`src/rtl/qix_audio_pkg.sv`:
```
// Shared types, fixed-point constants and output saturation for the Qix audio filter.
package qix_audio_pkg;

  typedef enum logic [2:0] {IDLE, LP_L, LP_R, HP_L, HP_R, OUT} state_t;

  localparam int ACC_W = 24;
  localparam int FRAC  = 8;

  localparam logic signed [ACC_W:0] S16_MAX = 25'sd32767;
  localparam logic signed [ACC_W:0] S16_MIN = -25'sd32768;

  // Clamp a widened difference into the 16-bit sample range instead of wrapping.
  function automatic logic signed [15:0] sat16(input logic signed [ACC_W:0] v);
    if (v > S16_MAX) return 16'sh7fff;
    if (v < S16_MIN) return 16'sh8000;
    return 16'(v);
  endfunction

endpackage

```
`src/rtl/qix_audio_filter_step.sv`:
```
// Shared one-pole update y = a + ((b - a) >>> s), difference taken one bit wider to avoid overflow.
module qix_shift_step
  import qix_audio_pkg::*;
(
  input  logic signed [ACC_W-1:0] a_i,
  input  logic signed [ACC_W-1:0] b_i,
  input  logic        [3:0]       s_i,
  output logic signed [ACC_W-1:0] y_o
);

  logic signed [ACC_W:0] diff;
  logic signed [ACC_W:0] step;

  assign diff = $signed({b_i[ACC_W-1], b_i}) - $signed({a_i[ACC_W-1], a_i});
  assign step = diff >>> s_i;
  // The result always lies between a and b, so truncating back to ACC_W bits is exact.
  assign y_o  = ACC_W'($signed({a_i[ACC_W-1], a_i}) + step);

endmodule

```
`src/rtl/qix_audio_filter.sv`:
```
// Stereo sample-rate decimator with one-pole RC low-pass and DC-blocking high-pass, one shared datapath.
module qix_audio_filter
  import qix_audio_pkg::*;
#(
  parameter int CLK_DIV  = 416,
  parameter int LP_SHIFT = 2,
  parameter int HP_SHIFT = 8
) (
  input  logic               clk_20m,
  input  logic               reset,
  input  logic signed [15:0] in_l,
  input  logic signed [15:0] in_r,
  input  logic               mute,
  output logic signed [15:0] out_l,
  output logic signed [15:0] out_r,
  output logic               out_valid
);

  localparam int               CNT_W    = 12;
  localparam logic [CNT_W-1:0] CNT_LAST = CNT_W'(CLK_DIV - 1);
  localparam logic [3:0]       LP_S     = 4'(LP_SHIFT);
  localparam logic [3:0]       HP_S     = 4'(HP_SHIFT);

  state_t                  state_q;
  logic [CNT_W-1:0]        cnt_q;
  logic signed [ACC_W-1:0] x_l_q, x_r_q;
  logic signed [ACC_W-1:0] lp_l_q, lp_r_q, hp_l_q, hp_r_q;
  logic signed [15:0]      out_l_q, out_r_q;
  logic                    valid_q;

  logic                    tick;
  logic signed [ACC_W-1:0] step_a, step_b, step_y;
  logic [3:0]              step_s;
  logic signed [ACC_W:0]   band_l, band_r;

  assign tick = (cnt_q == CNT_LAST);

  // Low-pass minus high-pass state is the DC-blocked signal; drop the fraction bits.
  assign band_l = ($signed({lp_l_q[ACC_W-1], lp_l_q}) - $signed({hp_l_q[ACC_W-1], hp_l_q})) >>> FRAC;
  assign band_r = ($signed({lp_r_q[ACC_W-1], lp_r_q}) - $signed({hp_r_q[ACC_W-1], hp_r_q})) >>> FRAC;

  always_comb begin
    step_a = lp_l_q;
    step_b = x_l_q;
    step_s = LP_S;
    case (state_q)
      LP_R: begin
        step_a = lp_r_q;
        step_b = x_r_q;
      end
      HP_L: begin
        step_a = hp_l_q;
        step_b = lp_l_q;
        step_s = HP_S;
      end
      HP_R: begin
        step_a = hp_r_q;
        step_b = lp_r_q;
        step_s = HP_S;
      end
      default: ;
    endcase
  end

  qix_shift_step u_step (
    .a_i (step_a),
    .b_i (step_b),
    .s_i (step_s),
    .y_o (step_y)
  );

  always_ff @(posedge clk_20m or posedge reset) begin
    if (reset) begin
      state_q <= IDLE;
      cnt_q   <= '0;
      x_l_q   <= '0;
      x_r_q   <= '0;
      lp_l_q  <= '0;
      lp_r_q  <= '0;
      hp_l_q  <= '0;
      hp_r_q  <= '0;
      out_l_q <= '0;
      out_r_q <= '0;
      valid_q <= 1'b0;
    end else begin
      valid_q <= 1'b0;
      cnt_q   <= tick ? '0 : cnt_q + CNT_W'(1);
      case (state_q)
        IDLE: begin
          // Ticks seen in any other state are dropped; the sequence is far shorter than a sample period.
          if (tick) begin
            x_l_q   <= mute ? '0 : {in_l, {FRAC{1'b0}}};
            x_r_q   <= mute ? '0 : {in_r, {FRAC{1'b0}}};
            state_q <= LP_L;
          end
        end
        LP_L: begin
          lp_l_q  <= step_y;
          state_q <= LP_R;
        end
        LP_R: begin
          lp_r_q  <= step_y;
          state_q <= HP_L;
        end
        HP_L: begin
          hp_l_q  <= step_y;
          state_q <= HP_R;
        end
        HP_R: begin
          hp_r_q  <= step_y;
          state_q <= OUT;
        end
        OUT: begin
          out_l_q <= sat16(band_l);
          out_r_q <= sat16(band_r);
          valid_q <= 1'b1;
          state_q <= IDLE;
        end
        default: state_q <= IDLE;
      endcase
    end
  end

  assign out_l     = out_l_q;
  assign out_r     = out_r_q;
  assign out_valid = valid_q;

endmodule

```
`config.mk`:
```
export PLATFORM = sky130hd
export DESIGN_NAME = qix_audio_filter
export DESIGN_NICKNAME = d
export VERILOG_FILES = /design/src/rtl/qix_audio_pkg.sv /design/src/rtl/qix_audio_filter_step.sv /design/src/rtl/qix_audio_filter.sv
export SDC_FILE = /design/constraint.sdc
export NUM_CORES = 1
export LEC_CHECK = 0
export BUFFER_PORTS_ARGS = -buffer_cell sky130_fd_sc_hd__buf_2
export CAP_MARGIN = 20
export CORE_ASPECT_RATIO = 0.9
export CORE_MARGIN = 4
export CORE_UTILIZATION = 56
export CTS_CLUSTER_SIZE = 10
export DETAILED_ROUTE_END_ITERATION = 10
export PLACE_DENSITY = 0.77
export RECOVER_POWER = 50
export SYNTH_ARGS = -nofsm -noshare
export SYNTH_HDL_FRONTEND = slang
export SYNTH_SLANG_ARGS = --single-unit
```
`constraint.sdc`:
```
create_clock -name clk_20m -period 5.3 [get_ports clk_20m]
set_input_delay 0.795 -clock clk_20m [delete_from_list [all_inputs] [get_ports clk_20m]]
set_output_delay 0.795 -clock clk_20m [all_outputs]
set_load 0.01 [all_outputs]
```
==> flow_summary.toml <==
[outcome]
status = "finished, violations left"
violations = "capacitance limit, slew limit, setup timing"

[critical_path]
start_kind = "flip-flop"
crit_path_end_kind = "flip-flop"
critPathArrivalTime_ns = 5.98
critPathMaxStageDelay_ns = 0.54
criticalPathCategory = "reg2reg"
worstPathMaxFanout = 7
r2r_cells = 27
required_ns = 5.58
crit_slowest_cell = "or4_4"

[die]
die_area_mm2 = 0.0240
rows = 50
die_height_um = 147
core_mm2 = 0.0210
io_pins = 68
initial_core_util = 0.576
die_w_um = 163

[final_layout]
drive_above_1_share = 0.212
nets = 1766
area_growth_pct = 22.0
diodes = 0
utilization = 0.702

[min_path]
whs_path_depth = 2
hold_path_class = "reg2reg"

[drt]
viasPerCell = 5.93
drt_wl_total_um = 35800
drcViolationCount = 0
drt_iter0_drc = 1003
wl_per_cell_um = 18.5
vias = 11500
firstDrtPassIters = 5
ant_nets = 0

[clock_network]
cts_sinks = 176
cts.reportedPaths.clkPinSlew_ns = 0.07
numCtsBuffers = 17
htreeDepth = 4
cts_root_buf = "clkbuf_16"
cts.path.max_buffers = 2
clk_latency_ns = 0.44
cts_tree = "built"

[sta]
grt_setup_unrepaired = "yes"
period_share = 1.08
finClkSkew_ns = 0.0159
worst_slew_pin_slew_ns = 4.18
setup-violations-final = 41
timing.hold.ws_ns = 0.476
maxSlewHeadroom = -1.79
fin_ws_ns = -0.402
hold_viol_final = 0
slew_violations = 177
finalSetupTns_ns = -8.68
period_minus_slack_ns = 5.70
fmax_mhz = 175

[global_routing]
first_global_vias = 10900
track_usage = 0.298
grt_max_degree = 177
grt_pass1_wl_um = 57000
overflow = 0
antenna_found_initial = 0

[synth]
synth_edf_count = 0
ys_seq_area_frac = 0.364
synth-async-reset-ratio = 1.00
yosysUniqueCellTypes = 75
yosysTopAreaCell = "dfrtp_1"
syn_inst = 1460
synth_common_cells = "nand2_1 (225), o21ai_0 (188), dfrtp_1 (176)"
synth_warnings = 0
synthTopCellsByArea = "dfrtp_1 (36%), ha_1 (9.7%), o21ai_0 (7.8%), nand2_1 (7.0%), a21oi_1 (3.7%)"
synth.top_cell.area_share = 0.364
synth_nets = 1590
ys_ff_latch = 176
synthFlopType = "dfrtp_1"
avgSynthCellArea_um2 = 8.29
synth_most_common_cell = "nand2_1"
synth_area_mm2 = 0.0121

[place]
dp_hpwl_um = 26900
finalWeightedCongestion = 0.985
port_buffers = 67

[power]
p_leak_nw = 7.05
ir_drop_v = 0.000181
powerDensity_mw_per_mm2 = 186

[flow_run]
cap_violations = 1
==> timing repair <==
item                                    in CTS  in global routing
hold buffers                                 0                  0
gates resized for setup                     31                 79
endpoints found under the setup margin      49                 57
pin swaps                                   19                 45
setup buffers                               10                 13
==> kinds of logic (layout without fill, tap and decap cells) <==
family	after synthesis	in the layout	share of synthesized area
AOI/OAI and AO/OA	478	478	0.251
xor gates and xnor gates	73	73	0.0534
adders and majority gates	96	96	0.0997
buffers and inverters	162	350	0.0515
DFF	176	176	0.364
muxes	7	7	0.00610
and+or+nand+nor	468	468	0.174
==> layer usage <==
metal / up-vias / GRT usage / part of all wire / wire length (µm)
li1: 5496 / - / - / -
met2: 462 / 0.466 / 0.45 / 16100
met5: - / 0 / 0 / 0
met3: 75 / 0.0672 / 0.082 / 2950
met4: 0 / 0.110 / 0.034 / 1220
met1: 5440 / 0.407 / 0.43 / 15500
==> worst paths after layout <==
kind,startpoint,endpoint,slack (ns)
hold / removal,out_l[12],out_l[12],0.48
max in group asynchronous,reset,x_r_q[15],0.91
setup reg to reg,state_q[2],hp_r_q[22],-0.40
setup / recovery,state_q[2],hp_r_q[22],-0.40
hold reg to reg,out_l[12],out_l[12],0.48
min in group asynchronous,reset,out_r[4],1.98
==> per-stage QoR <==
| step | setup WS (ns) | cell area [µm²] | total power (W) | cells |
|---|---|---|---|---|
| floorplan | -0.112 | 12200 | 0.00140 | 1460 |
| global placement | -0.252 | 13600 | 0.00142 | 1878 |
| detailed placement | -0.380 | 13600 | 0.00142 | 1878 |
| CTS | -0.200 | 14400 | 0.00276 | 1919 |
| global route | -0.643 | 14800 | 0.00282 | 1934 |
| finish | -0.402 | 14800 | 0.00274 | 1934 |
==> layout make-up <==
type | count | area [µm²]
repair buffers | 229 | 1590
fillers | 1736 | 6250
clock inverters | 12 | 184
clock buffers | 19 | 433
flip-flops and latches | 176 | 4400
inverters | 90 | 342
multi-input cells | 1122 | 7450
well taps | 286 | 358
==> layout by cell type (no fill, tap or decap), drive strengths merged, types with 4 or more instances in the layout <==
cell      count
o21a         11
a21o         23
a21oi        90
a22oi        41
buf         226
clkinvlp      5
nor2        104
o211ai        4
and2          4
nand2b       48
a211oi       10
dfrtp       176
a31oi         4
bufinv        4
ha           94
a22o          9
nor4          4
nand3        14
mux2i         4
a221o        33
xor2         28
o21bai        7
nand4         9
and3          7
nor3         17
o31a          5
xnor2        45
clkbuf       22
nor2b        16
o21ai       208
inv          91
nand2       225
o31ai         6
or3           6
==> flip-flops by register name, summed over array words and instances, names as in the netlist <==
register and cells:
cnt_q 12, hp_l_q 24, hp_r_q 24, lp_l_q 24, lp_r_q 24, out_l 16
out_r 16, out_valid 1, state_q 3, x_l_q 16, x_r_q 16
==> power breakdown <==
part | leakage, nW | switching (W) | internal (W) | total, W
Combinational | 4.48 | 0.0000337 | 0.0000148 | 0.0000485
Sequential | 2.28 | 0 | 0.00134 | 0.00134
Clock | 0.288 | 0.000557 | 0.000792 | 0.00135
==> worst max-delay path: cells and delay by family, from the launching register on <==
family | cells | cell delay, ns
AOI/OAI and AO/OA | 11 | 2.15
and+or+nand+nor | 10 | 1.84
xor gates and xnor gates | 2 | 0.50
adders and majority gates | 2 | 0.45
DFF | 1 | 0.42
buffers and inverters | 2 | 0.19
Power figures use the tool's default switching activity.
